**config.mk**
```make
export PLATFORM = sky130hd
export DESIGN_NAME = register_file_multiport
export DESIGN_NICKNAME = d
export VERILOG_FILES = /design/src/rtl/register_file_multiport_pkg.sv /design/src/rtl/register_file_multiport_read_port.sv /design/src/rtl/register_file_multiport.sv
export SDC_FILE = /design/constraint.sdc
export NUM_CORES = 2
export LEC_CHECK = 0
export CAP_MARGIN = 25
export CORE_ASPECT_RATIO = 1.25
export CORE_MARGIN = 8
export CORE_UTILIZATION = 50
export DETAILED_ROUTE_END_ITERATION = 8
export PLACE_DENSITY = 0.69
export SLEW_MARGIN = 20
export SYNTH_ARGS = -nofsm -noshare
export SYNTH_HDL_FRONTEND = slang
export SYNTH_SLANG_ARGS = --single-unit
```
**constraint.sdc**
```tcl
create_clock -name clock -period 11.4 [get_ports clock]
set_clock_uncertainty 0.15 [all_clocks]
set_input_delay 3.42 -clock clock [delete_from_list [all_inputs] [get_ports clock]]
set_output_delay 3.42 -clock clock [all_outputs]
set_load 0.01 [all_outputs]
```
**src/rtl/register_file_multiport_pkg.sv**
```systemverilog
// Shared types and constants for the multiport register file.
package rf_pkg;

  typedef enum logic {
    INIT = 1'b0,
    RUN  = 1'b1
  } rf_state_t;

  localparam int          RF_DATA_WIDTH = 32;
  localparam int          RF_ADDR_WIDTH = 5;
  localparam logic [31:0] RF_SP_INIT    = 32'h7c;

  // Bit offset of port k inside a packed bus whose fields are width bits wide.
  function automatic int rf_slice(input int k, input int width);
    return k * width;
  endfunction

endpackage

```
**src/rtl/register_file_multiport_read_port.sv**
```systemverilog
// One registered read port: zero-register select, write-first bypass,
// then an output register that only loads while en is high.
module rf_read_port #(
  parameter int DATA_WIDTH = 32,
  parameter int ADDR_WIDTH = 5,
  parameter int ZERO_REG   = 1
) (
  input  logic                  clock,
  input  logic                  reset,
  input  logic                  en,
  input  logic [ADDR_WIDTH-1:0] addr,
  input  logic [DATA_WIDTH-1:0] entry_data,
  input  logic                  wr_en,
  input  logic [ADDR_WIDTH-1:0] wr_addr,
  input  logic [DATA_WIDTH-1:0] wr_data,
  output logic [DATA_WIDTH-1:0] data
);

  logic [DATA_WIDTH-1:0] value;

  // Resolve the read value: hardwired zero beats bypass, bypass beats storage.
  always_comb begin
    value = entry_data;
    if (ZERO_REG != 0 && addr == '0) begin
      value = '0;
    end else if (wr_en && wr_addr == addr) begin
      value = wr_data;
    end
  end

  // Capture the resolved value; hold the previous value when not enabled.
  always_ff @(posedge clock) begin
    if (reset) begin
      data <= '0;
    end else if (en) begin
      data <= value;
    end
  end

endmodule

```
**src/rtl/register_file_multiport.sv**
```systemverilog
// Parametrised register file with NUM_READ registered read ports, one write
// port, a debug read port and a post-reset init sweep that seeds the stack
// pointer entry.
module register_file_multiport
  import rf_pkg::*;
#(
  parameter int                    DATA_WIDTH = RF_DATA_WIDTH,
  parameter int                    ADDR_WIDTH = RF_ADDR_WIDTH,
  parameter int                    NUM_READ   = 2,
  parameter int                    ZERO_REG   = 1,
  parameter int                    SP_INDEX   = 29,
  parameter logic [DATA_WIDTH-1:0] SP_INIT    = DATA_WIDTH'(RF_SP_INIT)
) (
  input  logic                           clock,
  input  logic                           reset,
  input  logic [NUM_READ*ADDR_WIDTH-1:0] rd_addr,
  output logic [NUM_READ*DATA_WIDTH-1:0] rd_data,
  input  logic                           wr_en,
  input  logic [ADDR_WIDTH-1:0]          wr_addr,
  input  logic [DATA_WIDTH-1:0]          wr_data,
  output logic                           ready,
  input  logic                           dbg_req,
  input  logic [ADDR_WIDTH-1:0]          dbg_addr,
  output logic [DATA_WIDTH-1:0]          dbg_data,
  output logic                           dbg_valid
);

  localparam int DEPTH = 2 ** ADDR_WIDTH;
  // The counter is one bit wider than an address so it can reach DEPTH.
  localparam logic [ADDR_WIDTH:0] CNT_LAST = (ADDR_WIDTH + 1)'(DEPTH - 1);
  localparam logic [ADDR_WIDTH:0] CNT_SP   = (ADDR_WIDTH + 1)'(SP_INDEX);

  rf_state_t             state;
  logic [ADDR_WIDTH:0]   cnt;
  logic [DATA_WIDTH-1:0] mem [DEPTH];
  logic                  run;
  logic                  wr_en_run;
  logic                  dbg_en;

  assign run       = (state == RUN);
  assign wr_en_run = wr_en & run;
  assign dbg_en    = dbg_req & run;

  // Sequencer: sweep every entry once after reset, then stay in RUN.
  always_ff @(posedge clock) begin
    if (reset) begin
      state <= INIT;
      cnt   <= '0;
      ready <= 1'b0;
    end else begin
      case (state)
        INIT: begin
          cnt <= cnt + 1'b1;
          if (cnt == CNT_LAST) begin
            state <= RUN;
            ready <= 1'b1;
          end
        end
        RUN: begin
          state <= RUN;
        end
        default: begin
          state <= INIT;
        end
      endcase
    end
  end

  // Storage: sweep writes during INIT, user writes in RUN (entry 0 protected).
  always_ff @(posedge clock) begin
    if (!reset) begin
      if (state == INIT) begin
        mem[cnt[ADDR_WIDTH-1:0]] <= (cnt == CNT_SP) ? SP_INIT : '0;
      end else if (wr_en && !(ZERO_REG != 0 && wr_addr == '0)) begin
        mem[wr_addr] <= wr_data;
      end
    end
  end

  for (genvar k = 0; k < NUM_READ; k++) begin : g_rd
    localparam int AOFF = rf_slice(k, ADDR_WIDTH);
    localparam int DOFF = rf_slice(k, DATA_WIDTH);
    logic [ADDR_WIDTH-1:0] addr_k;
    assign addr_k = rd_addr[AOFF +: ADDR_WIDTH];

    rf_read_port #(
      .DATA_WIDTH(DATA_WIDTH),
      .ADDR_WIDTH(ADDR_WIDTH),
      .ZERO_REG  (ZERO_REG)
    ) u_port (
      .clock     (clock),
      .reset     (reset),
      .en        (run),
      .addr      (addr_k),
      .entry_data(mem[addr_k]),
      .wr_en     (wr_en_run),
      .wr_addr   (wr_addr),
      .wr_data   (wr_data),
      .data      (rd_data[DOFF +: DATA_WIDTH])
    );
  end

  rf_read_port #(
    .DATA_WIDTH(DATA_WIDTH),
    .ADDR_WIDTH(ADDR_WIDTH),
    .ZERO_REG  (ZERO_REG)
  ) u_dbg_port (
    .clock     (clock),
    .reset     (reset),
    .en        (dbg_en),
    .addr      (dbg_addr),
    .entry_data(mem[dbg_addr]),
    .wr_en     (wr_en_run),
    .wr_addr   (wr_addr),
    .wr_data   (wr_data),
    .data      (dbg_data)
  );

  // Debug valid pulses for exactly the cycles whose edge accepted a request.
  always_ff @(posedge clock) begin
    if (reset) begin
      dbg_valid <= 1'b0;
    end else begin
      dbg_valid <= dbg_en;
    end
  end

endmodule

```
==> summary.md <==
| Metric | Value |
|---|---|
| Outcome | `finished with violations` |
| Failing checks | `DRC` |
| Vias in the first global route | `40857` |
| H-tree depth | `3` |
| CP Data Required Time | `11.60 ns` |
| CTS Root Cell | `clkbuf_16` |
| Post-Syn Nets | `3434` |
| Leakage | `22.16 nW` |
| Top sig layer | `met5` |
| Syn-to-layout area delta | `12.47%` |
| Hold path start | `ready$_SDFFE_PP0P_` |
| Yosys cell types | `53` |
| Num Clock Sinks | `approximately 1100` |
| Setup slack, reg-to-reg | `6.93 ns` |
| Die footprint | `129100 µm²` |
| Nature of the critical path startpoint | `input port` |
| Share of cells above drive strength 1 | `28.79%` |
| Final wirelength | `roughly 220000 µm` |
| Seq/Total Area, Yosys | `55.76%` |
| Reg clk slew, reported paths | `0.06 ns` |
| Critical path class | `in2reg` |
| Slew HR | `between 20 and 25%` |
| Synthesized cell area | `~59000 µm²` |
| Reg power frac | `48.5%` |
| DRT iter0 DRCs | `6537` |
| FF+latch count, synth | `about 1100` |
| Num CTS Buffers | `114` |
| WHS | `roughly 0.33 ns` |
| Clock latency at the later pin of the worst-skew pair | `~0.75 ns` |
| F_max | `135.2 MHz` |
| Hold Path Depth | `2` |
| First-pass GRT wire length | `306000 µm` |
| Via count | `40698` |
| Max-cap violations | `0` |
| Cts hold-fix bufs | `0` |
| Hold EP | `ready$_SDFFE_PP0P_` |
| Setup TNS | `0 ns` |
| RD Place Congestion | `between 0.9 and 1` |
| Met2 wirelength from detailed routing | `95180 µm` |
| # Post-CTS Setup Buffers | `0` |
| Port Buffers | `around 150` |
| CTS tree | `done` |
| Clock Tree Buf Depth | `3` |
| R2R Path Start | `run$_SDFF_PP0_` |
| Sw Ratio | `23.51%` |
| Worst R2R End | `mem[10][21]$_DFFE_PP_` |
| Async SR Flop Fraction | `0%` |
| Worst vdd ir | `0.1226 mV` |
| Post-synth top flop | `edfxtp_1` |
| Crit. End Element | `flip-flop` |
| Cells after synthesis | `3376` |
| Fin util | `~56%` |
| Syn. warnings | `0` |
| Gr ovfl total | `0` |
| Largest net degree at the start of global routing | `114` |
| R2R depth | `7` |
| Commonest non-fill, non-tap cell in the layout | `edfxtp_1` |
| Logic pwr share | `8.3%` |
| Via density | `7.977` |
| # DRC | `1` |
| Gr usage total | `33.30%` |
| Setup-failing EPs final | `0` |
| Clock share of power | `approximately 43%` |
| Post_cts resized | `0` |
| DR pass1 iterations | `9` |
| Initial Util | `about 50%` |
| Hold Vio Cnt, Final | `0` |
| Final Slew Violations | `0` |
| Post-synth EDFFs | `between 1000 and 1500` |
| Worst Path Max Fanout | `65` |
| Critical path arrival | `between 7 and 8 ns` |
| Routed len/inst | `42.62 µm` |
| Met3 Routed Length | `36240 µm` |
| Initial antenna violation count | `18` |
| Final net count | `approximately 3500` |
| Core area | `117500 µm²` |
| I/O pins | `154` |
| Period utilisation layout | `64.89%` |
| Hpwl dp | `125800 µm` |
| Mean Syn Cell Area | `17.45 µm²` |
| Crit path time final | `about 7.4 ns` |
| Fill cell count | `8782` |
| Most frequent cells in the layout | `edfxtp_1, mux4_2, mux2i_1` |
| Post-DRT Antenna Nets | `0` |
| Psw | `2.174 mW` |
| Power density cells | `139.5 nW/µm²` |
| RSZ-0062 raised after global routing | `false` |
| Slew @ Worst Pin | `1.165 ns` |
| Internal power component | `around 7.1 mW` |
| M1 wire length | `approximately 71000 µm` |
| Die W | `about 320 µm` |
| FP Rows | `141` |
| Height of the die | `399.8 µm` |
| Hold Crit Class | `reg2reg` |
## worst max-delay path: stages
cell	delay, ns
clkdlybuf4s50_1	0.75
nor2_4	0.19
buf_4	0.84
nand2_1	0.19
o21a_1	0.50
nor2_4	0.96
buf_4	0.70
## layout make-up
type / count / area, µm² / area share [%]
Timing Repair Buffer: 269 / 2571 / 3.880
Tap cell: 1573 / 1968 / 2.970
Multi-Input combinational cell: 1904 / 24900 / 37.57
Antenna cell: 7 / 17.52 / 0.02643
Clock inverter: 74 / 937.1 / 1.414
Clock buffer: 141 / 3005 / 4.535
Inverter: 5 / 18.77 / 0.02832
Sequential cell: 1129 / 32850 / 49.58
## state kept, by name, indices dropped and copies added (netlist names)
| signal | count |
|---|---|
| g_rd.u_port.data | 64 |
| cnt | 6 |
| mem | 1024 |
| u_dbg_port.data | 32 |
| run | 1 |
| ready | 1 |
| dbg_valid | 1 |
## stage by stage
step | cell area [µm²] | total power, mW | setup WS (ns) | instances
floorplan | 58920 | 5.062 | 4.901 | 3376
global placement | 62040 | 5.306 | 3.575 | 4863
detailed placement | 62120 | 5.320 | 3.490 | 4868
global route | 66250 | 9.416 | 4.042 | 5096
finish | 66260 | 9.247 | 4.003 | 5102
CTS | 66060 | 9.231 | 4.226 | 5083
## power groups by stage
stage	Sequential (mW)	Combinational, mW	Clock, mW
2_1_floorplan	4.57	0.491	0
3_3_place_gp	4.57	0.732	0
3_5_place_dp	4.58	0.743	0
4_1_cts	4.49	0.745	4.00
5_1_grt	4.49	0.783	4.14
6_report	4.49	0.769	3.99
## synth_stat cells (all sizes together) (3+ instances only)
cell type / number / area share [%]
edfxtp: 1024 / 52
mux4: 640 / 24
mux2i: 256 / 4.3
a221oi: 203 / 3.0
clkbuf: 182 / 1.2
buf: 156 / 1.5
a22oi: 151 / 1.9
a22o: 140 / 2.1
nor2: 114 / 0.73
dfxtp: 105 / 3.6
o221ai: 85 / 1.3
o21a: 66 / 0.84
and2: 32 / 0.34
nor2b: 29 / 0.31
nand2: 27 / 0.17
a2111oi: 21 / 0.31
and3: 21 / 0.22
o31ai: 21 / 0.27
o21ai: 20 / 0.18
xor2: 12 / 0.18
a222oi: 11 / 0.19
xnor2: 7 / 0.10
a21oi: 6 / 0.051
a21o: 5 / 0.064
inv: 5 / 0.032
nand2b: 4 / 0.042
or4: 4 / 0.057
nand3: 3 / 0.025
nand3b: 3 / 0.038
nor3: 3 / 0.034
nor4: 3 / 0.032
## routing by layer
| metal | GRT usage, % | up-vias |
|---|---|---|
| met1 | 42.37 | 20668 |
| met5 | 0.3446 | - |
| met3 | 12.93 | 909 |
| met4 | 18.99 | 16 |
| li1 | - | 15049 |
| met2 | 48.74 | 4056 |
## how the worst max path moves through the flow
| stage | from | end | depth (start not counted) |
|---|---|---|---|
| floorplan | wr_addr[0] | mem[18][0]$_DFFE_PP_ | 7 |
| global placement | reset | mem[15][12]$_DFFE_PP_ | 7 |
| detailed placement | reset | mem[15][27]$_DFFE_PP_ | 7 |
| CTS | reset | mem[10][12]$_DFFE_PP_ | 8 |
| global route | reset | mem[10][12]$_DFFE_PP_ | 8 |
| finish | reset | mem[15][27]$_DFFE_PP_ | 7 |
## logic make-up (layout without fill, tap and decap cells)
| group | count (synthesis) | count (layout) | synth area share (%) |
|---|---|---|---|
| xor gates and xnor gates | 19 | 19 | 0.2824 |
| other | 0 | 7 | 0 |
| buffers and inverters | 343 | 489 | 2.684 |
| DFF | 1129 | 1129 | 55.76 |
| AOI/OAI and AO/OA | 734 | 734 | 10.26 |
| and+or+nand+nor | 253 | 253 | 2.158 |
| adders and majority gates | 2 | 2 | 0.04247 |
| muxes | 896 | 896 | 28.81 |
(Power assumes the default switching activity.)
